$ cat src/rtl/tlb_op_ctrl.sv
// tlb_op_ctrl: sequences WB-issued TLBSRCH/TLBRD/TLBWR/TLBFILL ops and picks the FILL victim.
// Build option TLB_RAND_LFSR_EN: victim source becomes a max-length LFSR instead of a wrapping counter.
module tlb_op_ctrl #(
  parameter int TLBNUM = 16,
  parameter int IDX_W  = 4
) (
  input  logic             clk,
  input  logic             resetn,
  input  logic             op_valid,
  input  logic [2:0]       op_type,
  output logic             op_ready,
  output logic             op_done,
  input  logic             flush,
  input  logic [IDX_W-1:0] csr_tlbidx_index,
  input  logic [18:0]      csr_vppn,
  input  logic [9:0]       csr_asid,
  output logic             s_req,
  input  logic             s_gnt,
  output logic [18:0]      s_vppn,
  output logic [9:0]       s_asid,
  input  logic             s_hit,
  input  logic [IDX_W-1:0] s_index,
  output logic [IDX_W-1:0] r_index,
  output logic             tlbrd_we,
  output logic             tlbsrch_we,
  output logic             tlbsrch_hit,
  output logic [IDX_W-1:0] tlbsrch_hit_index,
  output logic             we,
  output logic [IDX_W-1:0] w_index,
  output logic             refetch_flush
);
  localparam logic [2:0] OP_SRCH = 3'd1;
  localparam logic [2:0] OP_RD   = 3'd2;
  localparam logic [2:0] OP_WR   = 3'd3;
  localparam logic [2:0] OP_FILL = 3'd4;
  typedef enum logic [2:0] {S_IDLE, S_ARB, S_SRSP, S_RD, S_WR, S_DONE} state_t;
  state_t           r_state, w_next;
  logic [2:0]       r_op;
  logic [IDX_W-1:0] r_victim, r_rand, r_hit_index;
  logic             r_hit, w_accept;
  assign w_accept = op_valid && !flush && r_state == S_IDLE;
  assign s_vppn   = csr_vppn;
  assign s_asid   = csr_asid;
  assign r_index  = csr_tlbidx_index;
  assign w_index  = r_op == OP_FILL ? r_victim : csr_tlbidx_index;
  always_ff @(posedge clk) begin
    if (!resetn) begin
      r_state     <= S_IDLE;
      r_op        <= '0;
      r_victim    <= '0;
      r_hit       <= 1'b0;
      r_hit_index <= '0;
    end else begin
      r_state <= w_next;
      if (w_accept) begin
        r_op <= op_type;
        if (op_type == OP_FILL) r_victim <= r_rand;
      end
      if (r_state == S_SRSP) begin
        r_hit       <= s_hit;
        r_hit_index <= s_index;
      end
    end
  end
  // Strobes are gated by resetn so a reset landing mid-op never fires a write.
  always_comb begin
    w_next            = r_state;
    op_ready          = r_state == S_IDLE;
    s_req             = 1'b0;
    tlbsrch_we        = 1'b0;
    tlbrd_we          = 1'b0;
    we                = 1'b0;
    op_done           = 1'b0;
    refetch_flush     = 1'b0;
    tlbsrch_hit       = r_hit;
    tlbsrch_hit_index = r_hit_index;
    case (r_state)
      S_IDLE: if (w_accept)
        w_next = op_type == OP_SRCH ? S_ARB :
                 op_type == OP_RD   ? S_RD  :
                 (op_type == OP_WR || op_type == OP_FILL) ? S_WR : S_DONE;
      S_ARB: begin
        s_req  = resetn;
        w_next = flush ? S_IDLE : s_gnt ? S_SRSP : S_ARB;
      end
      S_SRSP: begin
        tlbsrch_we        = resetn;
        tlbsrch_hit       = s_hit;
        tlbsrch_hit_index = s_index;
        w_next            = S_DONE;
      end
      S_RD: begin
        tlbrd_we = resetn;
        w_next   = S_DONE;
      end
      S_WR: begin
        we     = resetn;
        w_next = S_DONE;
      end
      S_DONE: begin
        op_done       = resetn;
        refetch_flush = resetn && (r_op == OP_RD || r_op == OP_WR || r_op == OP_FILL);
        w_next        = S_IDLE;
      end
      default: w_next = S_IDLE;
    endcase
  end
`ifdef TLB_RAND_LFSR_EN
  localparam logic [7:0] TAPS8 = IDX_W == 2 ? 8'b0000_0011 :
                                 IDX_W == 3 ? 8'b0000_0110 :
                                 IDX_W == 4 ? 8'b0000_1100 :
                                 IDX_W == 5 ? 8'b0001_0100 :
                                 IDX_W == 6 ? 8'b0011_0000 :
                                 IDX_W == 7 ? 8'b0110_0000 : 8'b1011_1000;
  localparam logic [IDX_W-1:0] TAPS = TAPS8[IDX_W-1:0];
  always_ff @(posedge clk) begin
    if (!resetn) r_rand <= IDX_W'(1);
    else r_rand <= {r_rand[IDX_W-2:0], ^(r_rand & TAPS)};
  end
`else
  always_ff @(posedge clk) begin
    if (!resetn) r_rand <= '0;
    else r_rand <= r_rand == IDX_W'(TLBNUM - 1) ? '0 : r_rand + 1'b1;
  end
`endif
endmodule
$ cat config.mk
export PLATFORM = sky130hd
export DESIGN_NAME = tlb_op_ctrl
export DESIGN_NICKNAME = d
export VERILOG_FILES = /design/src/rtl/tlb_op_ctrl.sv
export SDC_FILE = /design/constraint.sdc
export NUM_CORES = 1
export LEC_CHECK = 0
export BUFFER_PORTS_ARGS = -buffer_cell sky130_fd_sc_hd__buf_2
export CORE_ASPECT_RATIO = 1.2
export CORE_UTILIZATION = 39
export DETAILED_ROUTE_END_ITERATION = 16
export PLACE_DENSITY = 0.79
export SLEW_MARGIN = 25
export SYNTH_ARGS = -nofsm -noshare
export SYNTH_HDL_FRONTEND = slang
export SYNTH_SLANG_ARGS = --single-unit
export TNS_END_PERCENT = 1
$ cat constraint.sdc
create_clock -name clk -period 1.9 [get_ports clk]
set_input_delay 0.57 -clock clk [delete_from_list [all_inputs] [get_ports clk]]
set_output_delay 0.57 -clock clk [all_outputs]
set_load 0.01 [all_outputs]
==> flow_metrics.tcl <==
set metrics [dict create \
    status "finished with violations" \
    violations "setup timing" \
    io_pins 95 \
    slew_headroom 0.7908 \
    die_x_um 53.14 \
    layout.nets 199 \
    cts_hold_buf 0 \
    dieHeight_um 63.36 \
    core_um2 2890 \
    synth_cells 141 \
    rsz0062_at_grt "yes" \
    cts_sinks 19 \
    p_switching_mw 0.2543 \
    power_mw 0.8838 \
    worst_pin_slew_ns 0.3109 \
    max_freq_mhz 501.8 \
    path_buf_inv 2 \
    grt_pass1_vias 943 \
    cts_htree_levels 1 \
    power.leakage_nw 0.6269 \
    avgRoutedWirePerCell_um 12.67 \
    setup_viol 9 \
    antenna_found_initial 0 \
    crit_required_ns 1.33 \
    powerDensity_nw_per_um2 641.6 \
    cts-root-buf "clkbuf_4" \
    seq_area_frac_synth 0.3108 \
    period_share 1.049 \
    cp.arrival_ns 1.42 \
    max-cap-violations 0 \
    cts_buffers 3 \
    yosysUniqueCellTypes 35 \
    worst_slack_ns -0.09300 \
    cp_common_cell "buf_6" \
    reg2reg_depth 4 \
    area_growth_pct 12.58 \
    start_util 0.4234 \
    slowest_stage "dfxtp_2" \
    fin_area_um2 1378 \
    p_int_mw 0.6295 \
    path_cells "nor3b_4, buf_6, mux2_4, buf_6" \
    grt_max_degree 23 \
    ys_ff_latch 19 \
    cts_tree "built" \
    die_area_um2 3367 \
    pwr-share-clk 0.225 \
    pre_cts_ws_ns 0.09159 \
    drt-initial-drc-count 29 \
    min_period_ns 1.993 \
    startpoint_type "register" \
    critical_path_cell_count 4 \
    diodes 0 \
    place_congestion 0.8072 \
    dpl_cell_area_um2 1209 \
    slowest_delay_ns 0.34 \
    io_buffer_count 36 \
    path_max_fanout 5 \
    sequentialPowerShare 0.494 \
    num_vias 968 \
    ir_worst_vdd_uv 315.8 \
    drc_errors 0 \
    wl_um 2344 \
    hpwl_um 1658 \
    clk_latency_ns 0.29 \
    hold_path_class "reg2reg" \
    num_rows 21 \
    min_path_cells 2 \
    viasPerCell 5.232 \
    synth_nets 188 \
    syn_avg_cell_area_um2 8.679 \
    cts.path.max_buffers 2 \
    overflow 0 \
    yosys_warnings 0 \
    netSwitchingFraction 0.2877 \
    cp_top_family "flip-flops" \
    ant_nets 0 \
    grt_pass1_wl_um 3864 \
    finalHoldViolations 0 \
    comb_power_share 0.282 \
    drv_slew 0 \
    drive_gt1_frac 0.4768 \
    syn_area_um2 1224 \
    cts.clk_slew.worst_paths_ns 0.10 \
    fin_skew_ns 0.0002753 \
    firstDrtPassIters 4 \
    critical_path_class "reg2out" \
    grt_usage 0.1534 \
    end_kind "primary output" \
]
worst reg2reg max path: cells and delay by family, from the launching register on:
kind	cells	cell delay [ns]
AO/OA/AOI/OAI	1	0.07
buffers and inverters	1	0.19
flip-flops	1	0.34
AND/OR/NAND/NOR	2	0.67
area by class of cell:
class                      count  area, um^2
timing repair buffer          45       307.8
inverter                       2       7.507
fill                         284        1513
clock buffer                   4       26.28
tap                           34       42.54
sequential                    19       386.6
multi-input combinational     81       606.8
sequential cells by signal, summed over array words and instances (netlist names):
register     flops
r_hit_index      4
r_op             3
r_hit            1
r_state          3
r_victim         4
r_rand           4
synthesized netlist by cell type (all sizes together):
cell / count / area (um^2)
nand3: 10 / 55.05
xnor2: 1 / 8.760
nor3b: 4 / 46.29
nor4: 1 / 6.260
and3: 3 / 18.77
nand2: 12 / 45.04
xor2: 1 / 8.760
ha: 1 / 12.51
o21ai: 9 / 45.04
a31oi: 2 / 12.51
a21oi: 1 / 5.000
mux2: 9 / 101.4
nor3: 2 / 21.27
a2111oi: 1 / 15.01
nand2b: 1 / 6.260
dfxtp: 19 / 380.4
nor4b: 1 / 8.760
o221a: 1 / 11.26
and2: 6 / 37.54
a211oi: 1 / 7.510
clkbuf: 2 / 7.510
nor2b: 4 / 25.02
or4: 1 / 7.510
inv: 2 / 7.510
a211o: 1 / 8.760
nor2: 7 / 26.28
o21a: 1 / 7.510
buf: 37 / 280.3
final timing paths:
kind	startpoint	endpoint	slack (ns)
setup / recovery	r_state[2]	tlbsrch_hit_index[3]	-0.09
hold / removal	r_victim[1]	r_victim[1]	0.46
setup reg to reg	r_state[0]	r_state[2]	0.51
hold reg to reg	r_victim[1]	r_victim[1]	0.46
power by group through the flow:
| stage | sequential, mW | clock [mW] | combinational [mW] |
|---|---|---|---|
| after floorplan | 0.441 | 0 | 0.216 |
| after global placement | 0.444 | 0 | 0.208 |
| after detailed placement | 0.445 | 0 | 0.209 |
| after CTS | 0.436 | 0.208 | 0.246 |
| after global routing | 0.439 | 0.216 | 0.277 |
| final | 0.436 | 0.199 | 0.249 |
stage by stage:
step / utilization / hold WS [ns] / instances / setup TNS [ns]
6_report: 0.4766 / 0.4597 / 185 / -0.7728
5_1_grt: 0.4766 / 0.5036 / 185 / -1.309
4_1_cts: 0.4719 / 0.4675 / 185 / -0.8001
3_5_place_dp: 0.4182 / 0.4490 / 178 / 0
3_3_place_gp: 0.4182 / 0.4446 / 178 / 0
2_1_floorplan: - / 0.4332 / 141 / -0.003974
logic make-up (layout without fill, tap and decap cells):
logic type               count (synthesis)  in the layout  synth area share
multiplexers                             9              9           0.08282
XOR/XNOR                                 2              2           0.01432
AND/OR/NAND/NOR                         52             52            0.2485
flip-flops                              19             19            0.3108
buffers and inverters                   41             51            0.2413
adder cells (fa/ha/maj)                  1              1           0.01022
AO/OA/AOI/OAI                           17             17           0.09202
routing by layer:
metal  global-route usage  share of wire  up-vias
met5                    0              0        -
met4               0.1053          0.041        0
met3              0.02415          0.094       15
met2               0.2453           0.45       54
met1               0.1807           0.41      432
li1                     -              -      467
repair_timing:
item / 4_1_cts / 5_1_grt
endpoints found under the setup margin: 11 / 12
pin swaps: 3 / 1
gates resized for setup: 24 / 4
gates cloned: 0 / 0
setup buffers: 3 / 0
cell usage in the layout, fill, tap and decap left out, types with 3 or more instances in the layout:
cell type   n
buf_2      27
dfxtp_1    14
nand2_1    12
buf_6      10
mux2_4      9
nand3_1     9
buf_4       8
nor2_1      7
and2_1      6
o21ai_1     5
dfxtp_2     5
o21ai_0     4
nor2b_1     3
clkbuf_4    3
Note: power is estimated with default switching activity, not from simulation.
